--- src/rtl/mips_mem_pkg.sv ---
// Shared definitions for the multi-cycle datapath memory stall bridge.
package mips_mem_pkg;

    localparam int unsigned WORD_W          = 32;
    localparam int unsigned DEFAULT_TIMEOUT = 15;

    // Bridge control states
    typedef enum logic [1:0] {
        ST_IDLE = 2'd0,
        ST_REQ  = 2'd1,
        ST_DONE = 2'd2
    } mem_state_e;

    // Command presented to memory for the duration of one request
    typedef struct packed {
        logic              we;
        logic [WORD_W-1:0] adr;
        logic [WORD_W-1:0] wdata;
    } mem_cmd_t;

    // Word accesses must have both byte-offset bits clear
    function automatic logic is_word_aligned(input logic [1:0] byte_off);
        return byte_off == 2'b00;
    endfunction

endpackage

--- src/rtl/mem_timeout_cnt.sv ---
// Wait counter for an outstanding memory request; flags the last allowed cycle.
module mem_timeout_cnt #(
    parameter int unsigned TIMEOUT = 15
) (
    input  logic clk,
    input  logic clear,
    input  logic enable,
    output logic expired
);

    localparam int unsigned CNT_W = $clog2(TIMEOUT + 1);

    logic [CNT_W-1:0] cnt_q;

    // Count waited cycles; saturate at the expiry value so it never wraps
    always_ff @(posedge clk) begin
        if (clear) begin
            cnt_q <= '0;
        end else if (enable && !expired) begin
            cnt_q <= cnt_q + CNT_W'(1);
        end
    end

    assign expired = (cnt_q == CNT_W'(TIMEOUT - 1));

endmodule

--- src/rtl/mem_stall_bridge.sv ---
// Stalls a multi-cycle datapath while a single memory access completes or times out.
module mem_stall_bridge
    import mips_mem_pkg::*;
#(
    parameter int unsigned TIMEOUT = DEFAULT_TIMEOUT
) (
    input  logic              clk,
    input  logic              rst,
    input  logic [WORD_W-1:0] cpu_adr,
    input  logic [WORD_W-1:0] cpu_wdata,
    input  logic              cpu_read,
    input  logic              cpu_write,
    output logic [WORD_W-1:0] cpu_rdata,
    output logic              cpu_stall,
    output logic              mem_req,
    output logic              mem_we,
    output logic [WORD_W-1:0] mem_adr,
    output logic [WORD_W-1:0] mem_wdata,
    input  logic [WORD_W-1:0] mem_rdata,
    input  logic              mem_ack,
    output logic              err
);

    mem_state_e        state_q, state_d;
    mem_cmd_t          cmd_q, cmd_d;
    logic              req_q, req_d;
    logic [WORD_W-1:0] rdata_q, rdata_d;
    logic              err_q, err_d;
    logic              cnt_clear, cnt_en, cnt_expired;
    logic              access;

    assign access = cpu_read | cpu_write;

    // Request wait counter, restarted on every REQ entry and on reset
    mem_timeout_cnt #(
        .TIMEOUT (TIMEOUT)
    ) u_timeout (
        .clk     (clk),
        .clear   (rst | cnt_clear),
        .enable  (cnt_en),
        .expired (cnt_expired)
    );

    // Next state, next registered outputs and the combinational stall
    always_comb begin
        state_d   = state_q;
        req_d     = 1'b0;
        cmd_d     = '0;
        rdata_d   = rdata_q;
        err_d     = err_q;
        cnt_clear = 1'b0;
        cnt_en    = 1'b0;
        cpu_stall = 1'b0;

        case (state_q)
            ST_IDLE: begin
                if (access) begin
                    cpu_stall = 1'b1;
                    if (is_word_aligned(cpu_adr[1:0])) begin
                        // A simultaneous read and write is treated as a write
                        state_d     = ST_REQ;
                        req_d       = 1'b1;
                        cmd_d.we    = cpu_write;
                        cmd_d.adr   = {cpu_adr[WORD_W-1:2], 2'b00};
                        cmd_d.wdata = cpu_wdata;
                        cnt_clear   = 1'b1;
                    end else begin
                        err_d   = 1'b1;
                        state_d = ST_DONE;
                    end
                end
            end

            ST_REQ: begin
                cpu_stall = 1'b1;
                if (mem_ack) begin
                    if (!cmd_q.we) begin
                        rdata_d = mem_rdata;
                    end
                    state_d = ST_DONE;
                end else if (cnt_expired) begin
                    err_d = 1'b1;
                    if (!cmd_q.we) begin
                        rdata_d = '0;
                    end
                    state_d = ST_DONE;
                end else begin
                    cnt_en  = 1'b1;
                    req_d   = 1'b1;
                    cmd_d   = cmd_q;
                end
            end

            ST_DONE: begin
                state_d = ST_IDLE;
            end

            default: begin
                state_d = ST_IDLE;
            end
        endcase
    end

    // State and registered output update with synchronous reset
    always_ff @(posedge clk) begin
        if (rst) begin
            state_q <= ST_IDLE;
            req_q   <= 1'b0;
            cmd_q   <= '0;
            rdata_q <= '0;
            err_q   <= 1'b0;
        end else begin
            state_q <= state_d;
            req_q   <= req_d;
            cmd_q   <= cmd_d;
            rdata_q <= rdata_d;
            err_q   <= err_d;
        end
    end

    assign mem_req   = req_q;
    assign mem_we    = cmd_q.we;
    assign mem_adr   = cmd_q.adr;
    assign mem_wdata = cmd_q.wdata;
    assign cpu_rdata = rdata_q;
    assign err       = err_q;

endmodule
--- config.mk ---
export PLATFORM = sky130hd
export DESIGN_NAME = mem_stall_bridge
export DESIGN_NICKNAME = d
export VERILOG_FILES = /design/src/rtl/mips_mem_pkg.sv /design/src/rtl/mem_timeout_cnt.sv /design/src/rtl/mem_stall_bridge.sv
export SDC_FILE = /design/constraint.sdc
export NUM_CORES = 1
export LEC_CHECK = 0
export BUFFER_PORTS_ARGS = -buffer_cell sky130_fd_sc_hd__buf_4
export CORE_MARGIN = 3
export CORE_UTILIZATION = 42
export DETAILED_ROUTE_END_ITERATION = 6
export PLACE_DENSITY = 0.77
export SYNTH_ARGS = -nofsm -noshare
export SYNTH_HDL_FRONTEND = slang
export SYNTH_SLANG_ARGS = --single-unit
--- constraint.sdc ---
create_clock -name clk -period 1.5 [get_ports clk]
set_input_delay 0.075 -clock clk [delete_from_list [all_inputs] [get_ports clk]]
set_output_delay 0.075 -clock clk [all_outputs]
set_load 0.1 [all_outputs]
=== Yosys cells after proc, flatten, opt, wreduce, memory -nomap -nowiden ===
Index checks and enable logic that the tools add are counted.

* Register bits: 105
* Bits in latches: 0
* Bits in writable memories: 0
* Memory bits (read-only): 0
* Input port bits: 101
* Output and inout bits: 100
* Logic and storage cells: 56
* Memories kept: 0

* $add $sub $neg: 1
* Multipliers: 0
* Divide/modulo/power cells: 0
* $lt $le $gt $ge: 0
* Eq/ne operators: 7
* Shift operators: 0
* Muxes and demuxes: 28
* Bitwise gates (word level): 3
* Reductions and logical operators: 9

{| class="wikitable"
|+ Operators with widths
! kind !! count
|-
| 65-bit two-way mux || 4
|-
| 65-bit case mux with 2 select lines || 1
|-
| 32-bit two-way mux || 4
|-
| 1-bit two-way mux || 11
|-
| 2-bit two-way mux || 4
|-
| 2-bit != test, second input constant || 3
|-
| 1-bit case mux with 2 select lines || 3
|-
| 5-bit AND reduction || 1
|-
| 4-bit by 1-bit adder with 4-bit output, second input constant || 1
|-
| 4-bit == test, second input constant || 1
|-
| 2-bit logical NOT || 2
|-
| 2-bit case mux with 2 select lines || 1
|-
| 2-bit nonzero test || 2
|-
| 3-bit by 2-bit != test with 1-bit output, second input constant || 1
|-
| 3-bit AND reduction || 1
|-
| 2-bit by 1-bit == test with 1-bit output, second input constant || 1
|-
| 2-bit by 1-bit != test with 1-bit output, second input constant || 1
|-
| 1-bit bitwise OR || 2
|-
| 2-bit AND reduction || 1
|-
| 1-bit logical AND || 1
|-
| 1-bit logical NOT || 1
|-
| 1-bit inverter || 1
|}

=== Depth between registers and ports, before layout ===
* Depth after elaboration: 5
* Gate-level depth with buffers: 7
* Depth with buffers taken out: 5

=== By module ===
Synthesis repeated with hierarchy kept, for this count alone.

* Cells, all modules: 334
* Area, all modules: 3545.9 sq um

{| class="wikitable"
|+ By module, submodules not included
! module !! instances !! cells an instance !! area each (sq um) !! seq. area each (sq um)
|-
| mem_stall_bridge || 1 || 312 || 3354.5 || 1981.9
|-
| mem_timeout_cnt || 1 || 22 || 191.4 || 80.1
|}

=== Worst setup path before layout ===
Ideal clock, no wire load.

* Kind: input to output
* From: input cpu_write
* To: output cpu_stall
* Data arrival time: 1.763 ns
* Required time: 1.425 ns
* Setup slack: -0.338 ns
* Stages on the path: 5
* Path buffers: 2
* Cells stage by stage: or2_2 buf_4 clkbuf_8 nor2_1 nor2_1

* Word-level cells in the longest chain between the ends: 3

{| class="wikitable"
|+ Ends and longest elaborated chain
! element !! RTL line !! text
|-
| from (decl) || mem_stall_bridge.sv:12 || <nowiki>input logic cpu_write,</nowiki>
|-
| 1-bit bitwise OR || mem_stall_bridge.sv:32 || <nowiki>assign access = cpu_read | cpu_write;</nowiki>
|-
| 1-bit two-way mux || mem_stall_bridge.sv:57 || <nowiki>if (access) begin</nowiki>
|-
| 1-bit case mux with 2 select lines || mem_stall_bridge.sv:55 || <nowiki>case (state_q)</nowiki>
|-
| to (decl) || mem_stall_bridge.sv:14 || <nowiki>output logic cpu_stall,</nowiki>
|}

No other way between the ends.

=== Worst setup path after layout ===
* From: register u_timeout.cnt_q[0]
* To: register rdata_q[18], in the netlist cpu_rdata[18]

* Word-level cells in the longest chain between the ends: 3

{| class="wikitable"
|+ Ends and longest elaborated chain
! element !! RTL line !! text
|-
| from (decl) || mem_timeout_cnt.sv:13 || <nowiki>logic [CNT_W-1:0] cnt_q;</nowiki>
|-
| from (signal assigned) || mem_timeout_cnt.sv:20 || <nowiki>cnt_q <= cnt_q + CNT_W'(1);</nowiki>
|-
| 4-bit == test || mem_timeout_cnt.sv:24 || <nowiki>assign expired = (cnt_q == CNT_W'(TIMEOUT - 1));</nowiki>
|-
| 2-bit nonzero test (no source line) || -- ||
|-
| 3-bit AND reduction (no source line) || -- ||
|-
| to (signal assigned) || mem_stall_bridge.sv:116 || <nowiki>rdata_q <= rdata_d;</nowiki>
|-
| to (decl) || mem_stall_bridge.sv:27 || <nowiki>logic [WORD_W-1:0] rdata_q, rdata_d;</nowiki>
|}

No other way between the ends.
A chain may end at the register's enable or synchronous reset.

==> out/metrics.yaml <==
run_status:
  run_status: "finished clean"
routing:
  route.met2.wl_mm: 7.73
  detailedRoute.firstPassIterationCount: 5
  drt_wl_total_mm: 15.1
  wirelength_met1_mm: 5.80
  vias_per_cell: 5.39
  detail_route.wl_per_cell_um: 17.0
  detailedRoute.firstIterationViolations: 320
  dr.max_layer_used: "met4"
  remaining_drc_errors: 0
  final_antenna_net_count: 0
  detailroute.via_count: 4782
  dr_wl_met3_mm: 1.17
place:
  dp_worst_setup_slack_ns: -0.00945
  gpl.final_weighted_congestion: 0.753
  placed_cell_area_um2: 5720
  detailedPlacementHpwl_mm: 8.63
  portBuffers: 198
synth:
  synth_area_per_cell_um2: 8.72
  synth-seq-cells: 103
  synth_edf_count: 0
  postSynthCellCount: 482
  async_set_or_reset_register_ratio_after_synthesis: 0
  synth-seq-area-share: 0.491
  leading_register_cell_type_out_of_synthesis: "dfxtp_1"
  syn-cell-area_um2: 4200
  yosys.cell_types.count: 38
  post_synth_main_area_contributors: "dfxtp_1 49%, nand3_1 15%, a21oi_1 12%"
  netlist.top_cell.by_area: "dfxtp_1"
  netlist.area_leader.share: 0.491
  synth_warnings: 0
clock_network:
  cts.sink_count: 103
  cts_buffer_depth: 2
  cts_root_buf: "clkbuf_8"
  cts_inserted_buffers: 9
  h-tree-depth: 3
  clk_pin_slew_ns: 0.10
  tritoncts: "done"
  insertion_delay_ns: 0.36
power_and_ir_drop:
  static_leakage_nw: 2.82
  vdd_drop_max_v: 0.000522
  p_seq_frac: 0.482
  combinational_power_share: 0.242
  p_per_area_nw_per_um2: 839
  internal-power_mw: 3.98
  power_share_of_the_clock_group: 0.275
  switchingPower_mw: 1.92
  netSwitchingFraction: 0.325
cells_and_area:
  finalInstanceArea_um2: 7020
  most-common-layout-cells: "206 x buf_4, 124 x nand3_1, 98 x dfxtp_1, 97 x a21oi_1, 95 x dlygate4sd3_1"
  fin_nets: 856
  drive_gt1_frac: 0.350
  layout_commonest_cell: "buf_4"
  utilization: 0.743
  n_antenna_cell: 0
  layout-area-overhead-vs-synth_pct: 67.2
timing:
  post-route-period-util: 0.984
  layout_setup_ws_ns: 0.0237
  hold_violations: 0
  fin_setup_tns_ns: 0
  min_period_ns: 1.48
  unrepaired_setup_endpoints_after_global_routing: "yes"
  final-max-slew-violation-count: 0
  achievable_frequency_mhz: 677
  fin_skew_ns: 0.0122
  timing.final.setup_violations: 0
global_route:
  grt_use_total: 0.254
  vias_in_the_first_global_route: 4624
  largest_net_degree_at_the_start_of_global_routing: 55
  globalRouteOverflowTotal: 0
  grt_antenna_before_repair: 0
  grt_pass1_wl_mm: 23.3
setup_path:
  worst_path_cell_chain: "inv_1, ha_2, a31oi_4, buf_12, buf_12, o31ai_1, a21oi_1"
  crit_path_start_kind: "flop"
  cp_arrival_ns: 1.70
  cpPeakStageDelay_ns: 0.33
  worst_path_dominant_cell_family: "compound AO/OA/AOI/OAI gates"
  critical_path_peak_fanout: 16
  timing.critical_path.required_ns: 1.72
  critical-path-slowest-cell: "dfxtp_2"
  path_buf_inv: 3
  reg2reg_setup_slack_ns: 0.02
  cp_common_cell: "buf_12"
  crit_type: "reg -> reg"
  end_kind: "flop"
worst_hold_path:
  min-delay-path-class: "in -> reg"
flow_run:
  cap_viol_max_count: 0
floorplanning:
  floorplan.initialDensity: 0.444
  placementRows: 35
  top_level_port_count: 201
  placeableCoreArea_um2: 9460
  die-area_um2: 11200
  fp.dieW_um: 106
  fp.dieH_um: 106
## power groups by stage
| stage | registers (mW) | clock network [mW] | logic [mW] |
|---|---|---|---|
| 3_5_place_dp | 2.90 | 0 | 1.17 |
| 2_1_floorplan | 3.32 | 0 | 0.386 |
| 6_report | 2.84 | 1.62 | 1.43 |
| 5_1_grt | 2.85 | 1.78 | 1.50 |
| 4_1_cts | 2.84 | 1.67 | 1.37 |
| 3_3_place_gp | 2.90 | 0 | 1.16 |
## path summary, 6_finish.rpt
kind | from | end | cells past startpoint
hold reg to reg | mem_adr[9] | mem_adr[9] | 2
setup reg to reg | u_timeout.cnt_q[0] | cpu_rdata[18] | 7
setup / recovery | u_timeout.cnt_q[0] | cpu_rdata[18] | 7
hold / removal | rst | u_timeout.cnt_q[0] | 3
## registers in the layout, indices dropped and copies added, names as in the netlist
register and cells:
u_timeout.cnt_q 4, mem_req 1, cpu_rdata 32, mem_adr 30, mem_wdata 32, mem_we 1
state_q 2, err 1
## worst min-delay path: cells and delay by family
kind / cells / cell delay [ns]
AO/OA/AOI/OAI: 2 / 0.19
buffers and inverters: 1 / 0.11
## cell usage after synthesis, types with 2 or more instances
cell type and count:
nand3_1 124, dfxtp_1 103, buf_12 6, ha_1 2, buf_4 12, a311oi_1 2, inv_1 3, buf_2 9
nand2_1 34, nor2_1 3, a21oi_1 100, o31ai_1 33, buf_1 8, clkbuf_1 18, buf_6 2
## area by class of cell
class	instances	area [um^2]
tap	129	161
inverter	3	11.3
fill	642	2430
multi-input combinational	320	1830
timing repair buffer	316	2780
clock buffer	9	124
clock inverter	7	55.1
sequential	103	2070
## kinds of logic (layout without fill, tap and decap cells)
logic type,Yosys count,in the layout,synth area share
simple gates,172,172,0.203
buf+inv,60,335,0.0974
flops,103,103,0.491
compound gates,144,144,0.202
fa+ha+maj,2,2,0.00595
other cells,1,2,0.000893
## stage by stage
step | power [mW] | hold slack (ns) | cells
finish | 5.89 | 0.0474 | 887
detailed placement | 4.07 | 0.339 | 771
floorplan | 3.70 | 0.210 | 483
CTS | 5.88 | 0.0216 | 883
global route | 6.12 | 0.0604 | 887
global placement | 4.06 | 0.333 | 771
## what timing repair did
action,4_1_cts,5_1_grt
hold endpoints to repair,95,0
buffers inserted,1,2
hold buffers,95,0
pin swaps,0,2
gates cloned,0,2
endpoints found under the setup margin,5,97
resized for setup,4,19
## routing by layer
layer,global-route usage,up-vias
met3,0.0601,31
li1,-,2269
met2,0.445,242
met4,0.0962,0
met5,0,-
met1,0.300,2240
(Power assumes the default switching activity.)
